===== config.mk =====
export PLATFORM = sky130hd
export DESIGN_NAME = trigger_engine
export DESIGN_NICKNAME = d
export VERILOG_FILES = /design/src/rtl/trigger_engine.sv
export SDC_FILE = /design/constraint.sdc
export NUM_CORES = 1
export LEC_CHECK = 0
export ABC_AREA = 1
export CELL_PAD_IN_SITES_DETAIL_PLACEMENT = 0
export CELL_PAD_IN_SITES_GLOBAL_PLACEMENT = 1
export CORE_MARGIN = 3
export CORE_UTILIZATION = 32
export DETAILED_ROUTE_END_ITERATION = 16
export GPL_TIMING_DRIVEN = 0
export HOLD_SLACK_MARGIN = 0.12
export PLACE_DENSITY_LB_ADDON = 0.2
export SLEW_MARGIN = 40
export SYNTH_ARGS = -nofsm -noshare
export SYNTH_HDL_FRONTEND = slang
export SYNTH_SLANG_ARGS = --single-unit

===== constraint.sdc =====
create_clock -name clk_PLL -period 2.1 [get_ports clk_PLL]
set_input_delay 0.42 -clock clk_PLL [delete_from_list [all_inputs] [get_ports clk_PLL]]
set_output_delay 0.42 -clock clk_PLL [all_outputs]
set_load 0.02 [all_outputs]

===== src/rtl/trigger_engine.sv =====
// Logic-analyser style trigger: per-channel edge/level qualifiers combined by AND/OR,
// arm/holdoff/fire FSM. Define TRIGGER_ENGINE_TIMESTAMP_EN to build the trig_time counter.
module trigger_engine #(
  parameter int CH_W  = 8,
  parameter int CNT_W = 16
) (
  input  logic             clk_PLL,
  input  logic             reset,
  input  logic [CH_W-1:0]  data_in,
  input  logic             arm,
  input  logic             disarm,
  input  logic [CH_W-1:0]  rise_mask,
  input  logic [CH_W-1:0]  fall_mask,
  input  logic [CH_W-1:0]  level_mask,
  input  logic [CH_W-1:0]  level_val,
  input  logic             combine_and,
  input  logic [CNT_W-1:0] holdoff,
  output logic [CH_W-1:0]  data_out,
  output logic             armed,
  output logic             triggered,
  output logic             trig_latched,
  output logic [CNT_W-1:0] trig_time
);

  typedef enum logic [1:0] {IDLE, HOLDOFF, ARMED, FIRED} stateT;

  stateT            state, nextState;
  logic [CH_W-1:0]  cur, prev;
  logic             valid, prevValid;
  logic [CNT_W-1:0] holdCnt;
  logic             triggeredQ;
  logic             restart;
  logic             fire;
  logic             match;

  logic [CH_W-1:0]  riseHit, fallHit, levelHit;
  logic [CH_W-1:0]  edgeMask, chanEn, chanOk;

  // Sample pipeline. prevValid keeps the first post-reset sample from being
  // compared against the reset value of prev, which would look like an edge.
  // NOTE: clocked state uses non-blocking assignments so every register sees
  // the pre-edge value of its neighbours, independent of statement order.
  always_ff @(posedge clk_PLL or posedge reset) begin
    if (reset) begin
      cur       <= '0;
      prev      <= '0;
      valid     <= 1'b0;
      prevValid <= 1'b0;
    end else begin
      prev      <= cur;
      cur       <= data_in;
      valid     <= 1'b1;
      prevValid <= valid;
    end
  end

  // Channel qualifiers and combine.
  // NOTE: every signal written here gets a default first, so no path leaves
  // it unassigned and no latch is inferred.
  always_comb begin
    riseHit  = '0;
    fallHit  = '0;
    if (valid && prevValid) begin
      riseHit = rise_mask & ~prev & cur;
      fallHit = fall_mask & prev & ~cur;
    end
    levelHit = level_mask & ~(cur ^ level_val);
    edgeMask = rise_mask | fall_mask;
    chanEn   = edgeMask | level_mask;
    chanOk   = (~edgeMask | riseHit | fallHit) & (~level_mask | levelHit);
    if (combine_and)
      match = (&(chanOk | ~chanEn)) && (|chanEn);
    else
      match = |(riseHit | fallHit | levelHit);
  end

  // FSM state register
  always_ff @(posedge clk_PLL or posedge reset) begin
    if (reset) state <= IDLE;
    else       state <= nextState;
  end

  // FSM next state: disarm beats arm, arm beats match.
  always_comb begin
    nextState = state;
    restart   = 1'b0;
    if (disarm) begin
      nextState = IDLE;
    end else if (arm) begin
      restart   = 1'b1;
      nextState = (holdoff == '0) ? ARMED : HOLDOFF;
    end else begin
      case (state)
        HOLDOFF: if (holdCnt <= CNT_W'(1)) nextState = ARMED;
        ARMED:   if (match) nextState = FIRED;
        default: nextState = state;
      endcase
    end
  end

  assign fire = (state == ARMED) && (nextState == FIRED);

  // FSM outputs
  always_comb begin
    armed        = (state == ARMED);
    trig_latched = (state == FIRED);
    triggered    = triggeredQ;
    data_out     = cur;
  end

  always_ff @(posedge clk_PLL or posedge reset) begin
    if (reset) begin
      holdCnt    <= '0;
      triggeredQ <= 1'b0;
    end else begin
      triggeredQ <= fire;
      if (restart)
        holdCnt <= holdoff;
      else if (state == HOLDOFF && holdCnt != '0)
        holdCnt <= holdCnt - CNT_W'(1);
    end
  end

`ifdef TRIGGER_ENGINE_TIMESTAMP_EN
  logic [CNT_W-1:0] armCnt, trigTimeQ;

  // Counts cycles spent in ARMED; restarts on every ARMED entry, saturates.
  always_ff @(posedge clk_PLL or posedge reset) begin
    if (reset) begin
      armCnt    <= '0;
      trigTimeQ <= '0;
    end else begin
      if (nextState == ARMED && (state != ARMED || restart))
        armCnt <= '0;
      else if (state == ARMED && armCnt != '1)
        armCnt <= armCnt + CNT_W'(1);
      if (fire)
        trigTimeQ <= armCnt;
    end
  end

  assign trig_time = trigTimeQ;
`else
  assign trig_time = '0;
`endif

endmodule


# After elaboration in Yosys (flattened, before gate mapping)
# Index checks and enable logic that the tools add are counted.
# classes
n_addsub	1
n_lt_le_gt_ge	1
n_eq_ne	4
mux	13
bitwise_logic	21
n_reduce_logical	10
# op_table
op	count
8-bit OR	8
8-bit AND	6
8-bit NOT	6
16-bit two-way mux	2
16-bit by 1-bit less-or-equal comparator with 1-bit output (second input constant)	1
16-bit zero test	1
8-bit two-way mux	2
16-bit nonzero test	1
8-bit OR reduction	2
16-bit by 1-bit subtractor with 16-bit output (second input constant)	1
2-bit two-way mux	5
8-bit AND reduction	1
8-bit XOR	1
2-bit == test (second input constant)	3
1-bit logical AND	4
2-bit one-hot mux with 2 select lines	1
1-bit two-way mux	3
2-bit by 1-bit == test with 1-bit output (second input constant)	1
2-bit nonzero test	1
# totals
reg_bits	37
in_bits	61
out_inout_bits	27
wordCells	57

# Logic depth before layout (Yosys ltp)
# depth
ltp_word	17
mapped_depth	16
mapped_depth_nobuf	16

# Worst setup path before layout
# Ideal clock, no wire load.
# synth_timing
path_kind	flip-flop to flip-flop
from	reg holdCnt[0]
to	reg holdCnt[7]
setup_time_ns	0.121
arrival_ns	1.642
required_ns	1.979
path_slack_ns	0.337
path_stages_with_launch	11
n_path_buf	1
period_less_slack_ns	1.763
path_cell_list	dfrtp_1 -> inv_1 -> ha_1 -> nand2_2 -> nor3_4 -> nand2_2 -> o21ai_4 -> nand2_4 -> buf_6 -> o22ai_1 -> nor2_1
# synth_between
elab_chain_len	3
word_cells_on_any_way	6
classes_between	add/sub: 1; mux: 2; reduce/logical: 3
# synth_lines
item	line_no	text
from (decl)	30	logic [CNT_W-1:0] holdCnt;
from (signal assigned)	118	holdCnt <= holdoff;
from (signal assigned)	120	holdCnt <= holdCnt - CNT_W'(1);
16-bit by 1-bit subtractor with 16-bit output or 16-bit nonzero test (tied branches)	120, 119	
16-bit two-way mux or 1-bit logical AND (tied branches)	119	else if (state == HOLDOFF && holdCnt != '0)
16-bit two-way mux or 2-bit nonzero test (tied branches)	n/a	
# Several ways; a longest one is shown, not always the timed one. The select of a mux whose other input is x is not followed.
# A chain may end at the register's enable or synchronous reset.

# Final worst setup path
# Ends and elaborated chain as after synthesis.

==> load_flow_metrics.sql <==
INSERT INTO impl_metrics (metric_group, metric, value, unit) VALUES
('setup_path', 'critical-path-slowest-cell', 'dfrtp_1', ''),
('cts', 'cts_made_buffers', '5', ''),
('sta', 'worst_hold_slack', '0.380', 'ns'),
('synthesis', 'syn-cell-area', '2650', 'sq um'),
('synthesis', 'synthMostInstantiatedCell', 'nand2_1', ''),
('routing', 'postRouteAntennaNets', '0', ''),
('synthesis', 'edff_count_synth', '0', ''),
('setup_path', 'cp-start-kind', 'flop', ''),
('global_routing', 'global_route_wire_length_before_repair', '11400', 'um'),
('global_routing', 'grt_antenna_before_repair', '0', ''),
('power', 'cellLeakagePower', '1.79', 'nW'),
('routing', 'post-route-drc-count', '0', ''),
('setup_path', 'crit_fanout', '10', ''),
('sta', 'min_period_over_period', '0.924', ''),
('global_routing', 'grt_start_max_net_pins', '38', ''),
('floorplanning', 'initial_core_util', '0.336', ''),
('setup_path', 'r2r_start', 'holdCnt[0]', ''),
('cts', 'worstSkewPairLatency', '0.29', 'ns'),
('sta', 'hold_violations', '0', ''),
('synthesis', 'synth_largest_area_cell', 'dfrtp_1', ''),
('global_routing', 'grt_pass1_vias', '2438', ''),
('placed_design', 'placement.io_buffers', '71', ''),
('synthesis', 'synth_largest_type_area_fraction', '0.350', ''),
('power', 'power_per_cell_area', '558', 'nW/um^2'),
('cts', 'tritoncts', 'done', ''),
('synthesis', 'ys_warn_count', '0', ''),
('routing', 'average_vias_per_placed_instance', '4.39', ''),
('cts', 'cts_hold_buf', '0', ''),
('min_path', 'min_from', 'valid', ''),
('flow_run', 'cap_violations', '0', ''),
('sta', 'maximum_operating_frequency', '0.515', 'GHz'),
('synthesis', 'post_synth_inst_count', '371', ''),
('floorplanning', 'ios', '88', ''),
('setup_path', 'crit_arrival', '2.13', 'ns'),
('placed_design', 'detailedPlacementHpwl', '5310', 'um'),
('synthesis', 'yosys-top-cells-area', 'dfrtp_1, nand2_1, inv_1, nor2_1, buf_4', ''),
('synthesis', 'mean_post_synth_cell_area', '7.13', 'sq um'),
('power', 'vdd.ir_drop.worst', '0.242', 'mV'),
('outcome', 'status', 'complete, no violations', ''),
('sta', 'unrepaired_setup_endpoints_after_global_routing', 'no', ''),
('global_routing', 'overflow', '0', ''),
('cts', 'ctsRootBufferMaster', 'clkbuf_8', ''),
('setup_path', 'crit_type', 'reg -> reg', ''),
('floorplanning', 'die-area', '9400', 'sq um'),
('min_path', 'hp-class', 'reg -> reg', ''),
('setup_path', 'crit_top_cell', 'nand2_4', ''),
('finish', 'num_antenna_cells', '0', ''),
('cts', 'number_of_h_tree_branching_levels', '2', ''),
('synthesis', 'synth-seq-area-share', '0.350', ''),
('setup_path', 'crit_family', 'simple AND/OR/NAND/NOR gates', ''),
('setup_path', 'cp.buffers_inverters', '2', ''),
('cts', 'max-clock-path-buffers', '2', ''),
('finish', 'nNetsFinal', '532', ''),
('finish', 'fin_area', '3640', 'sq um'),
('sta', 'pins_over_their_slew_limit', '0', ''),
('sta', 'period_minus_slack', '1.94', 'ns'),
('placed_design', 'gp_congestion', '0.821', ''),
('setup_path', 'timing.critical_path.from', 'holdCnt[0]', ''),
('finish', 'layout.core_utilization', '0.462', ''),
('routing', 'via_count', '2494', ''),
('sta', 'finClkSkew', '0.0106', 'ns'),
('setup_path', 'critical_path_required', '2.29', 'ns'),
('sta', 'setup_violations', '0', ''),
('finish', 'layout_cells_sized_above_1', '0.116', ''),
('global_routing', 'grtUsageTotal', '0.147', ''),
('finish', 'filler_cell_count', '819', ''),
('floorplanning', 'fp.dieH', '96.9', 'um'),
('routing', 'totalWireLength', '6650', 'um'),
('setup_path', 'crit_path_cell_trace', 'inv_1 -> ha_2 -> nand2_2 -> nor3_4 -> nand2_4 -> o21ai_4 -> nand2_4 -> buf_6 -> o22ai_1 -> nor2_1', ''),
('cts', 'path_clk_slew', '0.08', 'ns'),
('synthesis', 'synthTopCellsByCount', 'nand2_1, inv_1, nor2_1', '');
-- kinds of logic (layout without fill, tap and decap cells) --
| group | after synthesis | after routing | synth area share |
|---|---|---|---|
| AO/OA/AOI/OAI | 48 | 48 | 0.143 |
| XOR/XNOR | 9 | 9 | 0.0298 |
| adder cells (fa/ha/maj) | 6 | 6 | 0.0284 |
| buffers and inverters | 77 | 157 | 0.135 |
| flip-flops | 37 | 37 | 0.350 |
| other | 2 | 17 | 0.00284 |
| AND/OR/NAND/NOR | 192 | 192 | 0.311 |
-- placed cells by master (no fill, tap or decap), types with 9 or more instances in the layout --
| cell | Yosys | routed |
|---|---|---|
| nand3_1 | 9 | 9 |
| nand2_1 | 112 | 112 |
| clkdlybuf4s50_1 | 0 | 70 |
| conb_1 | 2 | 17 |
| a21oi_1 | 13 | 13 |
| nor2_1 | 48 | 48 |
| inv_1 | 53 | 52 |
| dfrtp_1 | 37 | 37 |
| buf_4 | 16 | 17 |
-- cell type report --
class	instances	area [sq um]	share of cell area
Multi-Input combinational cell	272	1430	0.392
Sequential cell	37	926	0.254
Tap cell	102	128	0.0350
Timing Repair Buffer	72	721	0.198
Clock buffer	6	72.6	0.0199
Clock inverter	2	10.0	0.00275
Buffer	18	135	0.0371
Inverter	59	224	0.0615
-- state kept, by name, summed over array words and instances, names as in the netlist --
name       count
valid          1
triggered      1
state          2
prev           8
holdCnt       16
data_out       8
prevValid      1
-- what timing repair did --
item / CTS / global route
endpoints found under the setup margin: 0 / 9
gates resized for setup: 0 / 3
buffers inserted: 0 / 1
-- power by group --
group | switching [W] | total, W | leakage (nW) | internal [W]
combinational | 0.000346 | 0.000655 | 1.30 | 0.000309
sequential | 0.0000810 | 0.000872 | 0.446 | 0.000791
clock | 0.000275 | 0.000506 | 0.0450 | 0.000231
-- through the flow --
stage | setup TNS (ns) | std cells | setup WS [ns] | total power [W]
floorplan | 0 | 386 | 0.337 | 0.00130
global placement | -4.90 | 559 | -0.127 | 0.00153
detailed placement | -0.205 | 559 | -0.0422 | 0.00154
CTS | 0 | 567 | 0.00388 | 0.00206
global route | 0 | 568 | 0.00202 | 0.00219
finish | 0 | 568 | 0.160 | 0.00203
-- worst paths after layout --
path                                     to  slack (ns)  cells past startpoint
worst max register to register   holdCnt[7]        0.16                     10
max in group asynchronous             valid        1.25                      2
worst min register to register    prevValid        0.38                      0
worst max-delay path             holdCnt[7]        0.16                     10
min in group asynchronous       data_out[6]        0.49                      2
worst min-delay path              prevValid        0.38                      0
-- metal layers --
layer / up-vias / GRT usage / routed length [um]
met5: - / 0 / 0
met4: 0 / 0.0389 / 82
met3: 6 / 0.0382 / 312
met2: 56 / 0.249 / 3240
met1: 1113 / 0.184 / 3010
li1: 1319 / - / -
No activity file was read; power rests on OpenSTA's default activity.
